## src/rtl/rf_seq_ctrl.sv

```systemverilog
// Sequencer for a 4-register datapath: fetches 10-bit instructions, steers the register set and ALU,
// and runs valid/ready handshakes with the instruction source and the input/output devices.
module rf_seq_ctrl (
  input  logic       clk,
  input  logic       reset,
  input  logic [9:0] instr,
  input  logic       instr_valid,
  output logic       instr_ready,
  output logic [4:0] pc,
  input  logic       in_valid,
  output logic       in_ready,
  output logic       out_valid,
  input  logic       out_ready,
  output logic [1:0] RA,
  output logic [1:0] RB,
  output logic       RE,
  output logic [1:0] WR,
  output logic       InE,
  output logic [2:0] alu_op,
  output logic       halted,
  output logic       err
);

  typedef enum logic [2:0] {
    S_FETCH    = 3'd0,
    S_DECODE   = 3'd1,
    S_EXEC     = 3'd2,
    S_WB       = 3'd3,
    S_IN_WAIT  = 3'd4,
    S_OUT_WAIT = 3'd5,
    S_HALT     = 3'd6
  } state_t;

  state_t     state, state_nxt;
  logic [9:0] ir, ir_nxt;
  logic [4:0] pc_nxt;
  logic       err_nxt;
  logic       alu_phase;

  always_comb begin
    state_nxt = state;
    ir_nxt    = ir;
    pc_nxt    = pc;
    err_nxt   = err;
    case (state)
      S_FETCH: begin
        if (instr_valid) begin
          ir_nxt    = instr;
          state_nxt = S_DECODE;
        end
      end
      S_DECODE: begin
        case (ir[9:6])
          4'd1, 4'd2, 4'd3, 4'd4, 4'd5, 4'd6: state_nxt = S_EXEC;
          4'd7:  state_nxt = S_IN_WAIT;
          4'd8:  state_nxt = S_OUT_WAIT;
          4'd9: begin
            pc_nxt    = ir[4:0];
            state_nxt = S_FETCH;
          end
          4'd15: state_nxt = S_HALT;
          4'd0: begin
            pc_nxt    = pc + 5'd1;
            state_nxt = S_FETCH;
          end
          default: begin
            err_nxt   = 1'b1;
            pc_nxt    = pc + 5'd1;
            state_nxt = S_FETCH;
          end
        endcase
      end
      S_EXEC: state_nxt = S_WB;
      S_WB: begin
        // R2 is only loadable from the input device, so an ALU write to it is refused.
        if (ir[5:4] == 2'b10) err_nxt = 1'b1;
        pc_nxt    = pc + 5'd1;
        state_nxt = S_FETCH;
      end
      S_IN_WAIT: begin
        if (in_valid) begin
          pc_nxt    = pc + 5'd1;
          state_nxt = S_FETCH;
        end
      end
      S_OUT_WAIT: begin
        if (out_ready) begin
          pc_nxt    = pc + 5'd1;
          state_nxt = S_FETCH;
        end
      end
      S_HALT:  state_nxt = S_HALT;
      default: state_nxt = S_FETCH;
    endcase
  end

  assign alu_phase = (state_nxt == S_EXEC) || (state_nxt == S_WB);

  // Outputs are registered from the next state so they line up with the state they describe.
  always_ff @(posedge clk) begin
    if (reset) begin
      state       <= S_FETCH;
      ir          <= '0;
      pc          <= '0;
      err         <= 1'b0;
      instr_ready <= 1'b1;
      in_ready    <= 1'b0;
      out_valid   <= 1'b0;
      RA          <= '0;
      RB          <= '0;
      RE          <= 1'b0;
      WR          <= '0;
      alu_op      <= '0;
      halted      <= 1'b0;
    end else begin
      state       <= state_nxt;
      ir          <= ir_nxt;
      pc          <= pc_nxt;
      err         <= err_nxt;
      instr_ready <= (state_nxt == S_FETCH);
      in_ready    <= (state_nxt == S_IN_WAIT);
      out_valid   <= (state_nxt == S_OUT_WAIT);
      RA          <= alu_phase ? ir_nxt[3:2] : 2'b00;
      RB          <= alu_phase ? ir_nxt[1:0] : 2'b00;
      alu_op      <= alu_phase ? ir_nxt[8:6] : 3'b000;
      WR          <= (state_nxt == S_WB) ? ir_nxt[5:4] : 2'b00;
      RE          <= (state_nxt == S_WB) && (ir_nxt[5:4] != 2'b10);
      halted      <= (state_nxt == S_HALT);
    end
  end

  // The load strobe must coincide with the device's valid, so it is the handshake itself.
  assign InE = in_ready & in_valid & ~reset;

endmodule

```

## config.mk

```make
export PLATFORM = sky130hd
export DESIGN_NAME = rf_seq_ctrl
export DESIGN_NICKNAME = d
export VERILOG_FILES = /design/src/rtl/rf_seq_ctrl.sv
export SDC_FILE = /design/constraint.sdc
export NUM_CORES = 1
export LEC_CHECK = 0
export ABC_AREA = 1
export BUFFER_PORTS_ARGS = -buffer_cell sky130_fd_sc_hd__buf_2
export CORE_MARGIN = 2
export CORE_UTILIZATION = 50
export DETAILED_ROUTE_END_ITERATION = 7
export PLACE_DENSITY = 0.75
export SLEW_MARGIN = 40
export SYNTH_ARGS = -nofsm -noshare
export SYNTH_HDL_FRONTEND = slang
export SYNTH_SLANG_ARGS = --single-unit
```

## constraint.sdc

```tcl
create_clock -name clk -period 1.4 [get_ports clk]
set_input_delay 0.28 -clock clk [delete_from_list [all_inputs] [get_ports clk]]
set_output_delay 0.28 -clock clk [all_outputs]
set_load 0.01 [all_outputs]
```

# Word-level counts from Yosys, hierarchy flattened
# Index checks and enable logic that the tools add are counted.
# Widths: inputs -> output; s select.
# totals
register_bits,33
latchBits,0
mem_bits_rw,0
romBits,0
input_bits,15
output_inout_bits,21
elab_cells,77
memories,0
# classes
n_addsub,1
mul,0
n_div,0
order_cmp,0
eq_ne,28
shifts,0
muxes,14
n_bitwise,5
n_reduce_logical,15
# op_table
cell,count
$pmux 5 s4,1
$eq 3x3->1 const B,6
$mux 9,2
$pmux 3 s6,1
$eq 4x3->1 const B,4
$eq 3x2->1 const B,4
$eq 4x4->1 const B,3
$ne 2x2->1 const B,6
$pmux 3 s4,1
$reduce_or 11->1,1
$mux 5,2
$pmux 5 s2,1
$mux 3,3
$reduce_or 9->1,1
$eq 4x2->1 const B,2
$logic_not 3->1,2
$reduce_or 6->1,1
$add 5x1->5 const B,1
$eq 4x1->1 const B,1
$logic_not 4->1,1
$reduce_and 4->1,1
$reduce_bool 4->1,1
$reduce_or 2->1,2
$eq 3x1->1 const B,1
10 further kinds,14

# Logic depth before layout (Yosys ltp)
# depth
ltp_word,8
mapped_depth,10
depth_no_buf,10

# Worst setup path after synthesis
# OpenSTA, ideal clock, no wires.
# synth_path
path_type,reg-to-reg
start,register pc[0]
end,register pc[4]
setup_ns,0.064
arrival_ns,1.103
t_required_ns,1.336
path_slack_ns,0.233
stages_incl_launch_ff,7
n_path_buf,0
synth_period_minus_slack_ns,1.167
path_cell_list,dfxtp_1 ha_1 nand3_1 xor2_1 o21ai_0 nor2_1 nor2_1
# synth_between
elab_chain_cells,3
elab_cells_between_ends,5
cone_classes,1 x add/sub; 4 x mux
# synth_rtl
item,line_no,source
"start, declared",9,"output logic [4:0] pc,"
"start signal, assigned",118,pc <= pc_nxt;
$add 5x1->5 *,--,
$pmux 5 s2 (tied with other cells),53,case (ir[9:6])
$pmux 5 s4 *,45,case (state)
# Mark *: on every way between the ends. The rest lies on a longest branch, timed or not. The select of a mux whose other input is x is not followed.
# A chain may end at the register's enable or synchronous reset.

# Final worst setup path
# layout_path
start,register state[0]
end,register RA[0]
# layout_between
elab_chain_cells,6
elab_cells_between_ends,16
cone_classes,7 x eq/ne; 5 x mux; 1 x bitwise; 3 x reduce/logical
# layout_rtl
item,line_no,source
"start, declared",34,"state_t state, state_nxt;"
"start signal, assigned",116,state <= state_nxt;
$eq 3x3->1 (tied with other cells),45,
$pmux 3 s6,45,
$eq 3x2->1,97,assign alu_phase = (state_nxt == S_EXEC) || (state_nxt == S_WB);
$logic_or 1x1->1,97,
$not 1->1 (no source line),--,
$reduce_or 2->1 (no source line),--,
"end signal, assigned",123,RA <= alu_phase ? ir_nxt[3:2] : 2'b00;
"end, declared",14,"output logic [1:0] RA,"
# Parallel ways exist; a longest one is shown, timed or not.

==> flow_metrics.env <==
export IMPL_firstDrtPassIters=4
export IMPL_grt_first_pass_wirelength_um=4650
export IMPL_hp_class="in -> reg"
export IMPL_clkSinkCount=33
export IMPL_final_hold_slack_ns=0.187
export IMPL_clock_latency_ns=0.34
export IMPL_cts_max_path_buffers=2
export IMPL_grt_setup_unrepaired="no"
export IMPL_ys_seq_elements=33
export IMPL_detailedPlacementHpwl_um=2060
export IMPL_fmaxAchievable_ghz=0.782
export IMPL_crit_path_start_kind="flip-flop"
export IMPL_post_route_min_period_ns=1.28
export IMPL_syn_mean_instance_area_sq_um=7.41
export IMPL_switchingPower_mw=0.628
export IMPL_critPathSlowestCell="sky130_fd_sc_hd__dfxtp_1"
export IMPL_leakagePower_nw=0.943
export IMPL_via_count=1284
export IMPL_rr_worst_depth=5
export IMPL_crit_path_end_kind="flip-flop"
export IMPL_floorplan_die_width_um=58.3
export IMPL_synth_cell_types=25
export IMPL_met3WireLength_um=124
export IMPL_die_height_um=58.3
export IMPL_final_layout_size_suffix_gt1_share_pct=27.3
export IMPL_start_util_pct=53.0
export IMPL_clock_tree_root_cell="sky130_fd_sc_hd__clkbuf_4"
export IMPL_power_frac_seq_pct=53.0
export IMPL_setup_viol=0
export IMPL_setup_slack_of_the_most_critical_reg_to_reg_path_ns=0.12
export IMPL_cp_data_arrival_time_ns=1.52
export IMPL_synth_nets=215
export IMPL_number_of_antenna_violations_at_the_first_check_in_global_routing=0
export IMPL_clockPowerShare_pct=26.2
export IMPL_tritoncts_clock_tree="built"
export IMPL_grt_use_total_pct=18.6
export IMPL_detail_route_antenna_nets=0
export IMPL_clock_pin_slew_worst_setup_and_hold_paths_ns=0.10
export IMPL_combinationalPowerShare_pct=20.8
export IMPL_power_share_switching_pct=31.6
export IMPL_drv_max_cap_violation_count=0
export IMPL_cts_buffers=5
export IMPL_first_global_vias=1084
export IMPL_timing_critical_path_slowest_cell_delay_ns=0.37
export IMPL_tightestPinTransition_ns=0.353
export IMPL_core_area_sq_um=2780
export IMPL_finalWirelength_um=2730
export IMPL_io_buffers=35
export IMPL_number_of_vias_per_cell_after_detailed_routing=4.65
export IMPL_grt_start_max_net_pins=15
export IMPL_routed_top_layer="met4"
export IMPL_outcome="finished, final reports clean"
export IMPL_placement_rows=19
export IMPL_power_ir_vdd_worst_v=0.00103
export IMPL_filler_cell_count=257
export IMPL_flow_area_growth_from_synthesis_pct=19.9
export IMPL_mappedNetlistArea_sq_um=1470
export IMPL_finalWeightedCongestion=0.895
export IMPL_post_route_clock_period_utilization_pct=91.4
export IMPL_internal_power_mw=1.36
export IMPL_floorplan_die_area_sq_um=3400
export IMPL_place_worst_setup_slack_ns=0.122
export IMPL_floorplan_io_pins=36
export IMPL_final_nets=260
export IMPL_cts_max_level=2
export IMPL_cp_data_required_time_ns=1.64
export IMPL_yosysSeqAreaShare_pct=44.8
export IMPL_max_slew_margin_rel_pct=76.3
export IMPL_total_neg_setup_slack_ns=0
export IMPL_layout_cells_most_common_list="sky130_fd_sc_hd__nand2_1 (46), sky130_fd_sc_hd__nor2_1 (40), sky130_fd_sc_hd__buf_2 (35)"
export IMPL_final_common_cell="sky130_fd_sc_hd__nand2_1"
export IMPL_holdPathStages=3
export IMPL_setup_ws_ns=0.121
export IMPL_synthCells=199
export IMPL_first_iter_violations=37
export IMPL_yosysWarningCount=0
export IMPL_wl_per_cell_um=9.90
export IMPL_critical_path_cell_chain="nor2_1 -> nand3_2 -> buf_4 -> mux2i_1 -> nor2_2"
export IMPL_crit_path_max_fanout=6
export IMPL_routedLengthMet1_um=1360
export IMPL_critical_path_class="reg -> reg"
export IMPL_route_met2_wl_um=1200
export IMPL_timing_final_hold_violations=0
export IMPL_final_setup_skew_ns=0.00725
export IMPL_final_max_slew_violation_count=0
export IMPL_power_density_cell_area_nw_per_um2=1120
export IMPL_grt_overflow=0
export IMPL_final_antenna_diode_count=0
export IMPL_remaining_drc_errors=0
[synth_stat cells, drive strengths merged]
cell     n  area (sq um)
o21a     1          7.51
buf      1          11.3
nand3   15           123
nand4    3          18.8
nor2    46           206
xor2     3          26.3
nor3     3          15.0
inv     25          96.3
o21ai   11          55.1
mux2i    2          20.0
clkinv   1          3.75
a21oi    6          30.0
clkbuf   1          3.75
ha       1          12.5
dfxtp   33           661
nand2   47           184
[metal layers]
layer,vias up,global-route usage (%)
met5,-,0
met4,0,7.97
met2,23,27.4
li1,708,-
met1,547,24.2
met3,6,7.25
[worst max-delay path, delay by kind of cell (launching register included)]
kind / cells / cell delay [ns]
flops: 1 / 0.37
simple gates: 3 / 0.39
mux: 1 / 0.23
buf+inv: 1 / 0.18
[layout make-up]
type	count	area (sq um)	area share, %
multi-input cells	138	698	39.5
flip-flops and latches	33	663	37.5
repair buffers	40	213	12.0
inverters	26	100	5.66
well taps	31	38.8	2.19
clock buffers	5	37.5	2.12
clock inverters	3	17.5	0.991
[what timing repair did]
action,CTS,global route
resized for setup,0,2
buffers inserted,0,2
hold buffers,0,0
setup endpoints to repair,0,15
[cells by family after synthesis]
group                      synth area share, %
AOI/OAI and AO/OA                         6.28
xor gates and xnor gates                  1.78
adders and majority gates                0.849
buffers and inverters                     7.81
DFF                                       44.8
muxes                                     1.36
and+or+nand+nor                           37.1
[per-stage QoR]
| step | util, % | power (mW) | area [sq um] | cells |
|---|---|---|---|---|
| after floorplan | - | 1.37 | 1470 | 199 |
| after detailed placement | 61.0 | 1.48 | 1700 | 266 |
| after global placement | 61.0 | 1.47 | 1700 | 266 |
| final | 63.6 | 1.99 | 1770 | 276 |
| after CTS | 62.9 | 2.00 | 1750 | 274 |
| after global routing | 63.6 | 2.13 | 1770 | 276 |
[worst paths after layout]
kind	from	endpoint
worst min register to register	err	err
worst max register to register	state[0]	RA[0]
worst max-delay path	state[0]	RA[0]
worst min-delay path	instr[1]	ir[1]
[flip-flops by register name (all words and copies together), names as in the netlist]
register / flops
RB: 2
instr_ready: 1
alu_op: 3
in_ready: 1
pc: 5
RA: 2
RE: 1
out_valid: 1
err: 1
ir: 10
WR: 2
state: 3
halted: 1
[power groups by stage]
stage | sequential [mW] | combinational (mW) | clock, mW
2_1_floorplan | 1.09 | 0.280 | 0
3_3_place_gp | 1.07 | 0.402 | 0
3_5_place_dp | 1.07 | 0.405 | 0
4_1_cts | 1.05 | 0.407 | 0.541
5_1_grt | 1.06 | 0.482 | 0.587
6_report | 1.05 | 0.414 | 0.521
No activity file was read; power rests on OpenSTA's default activity.
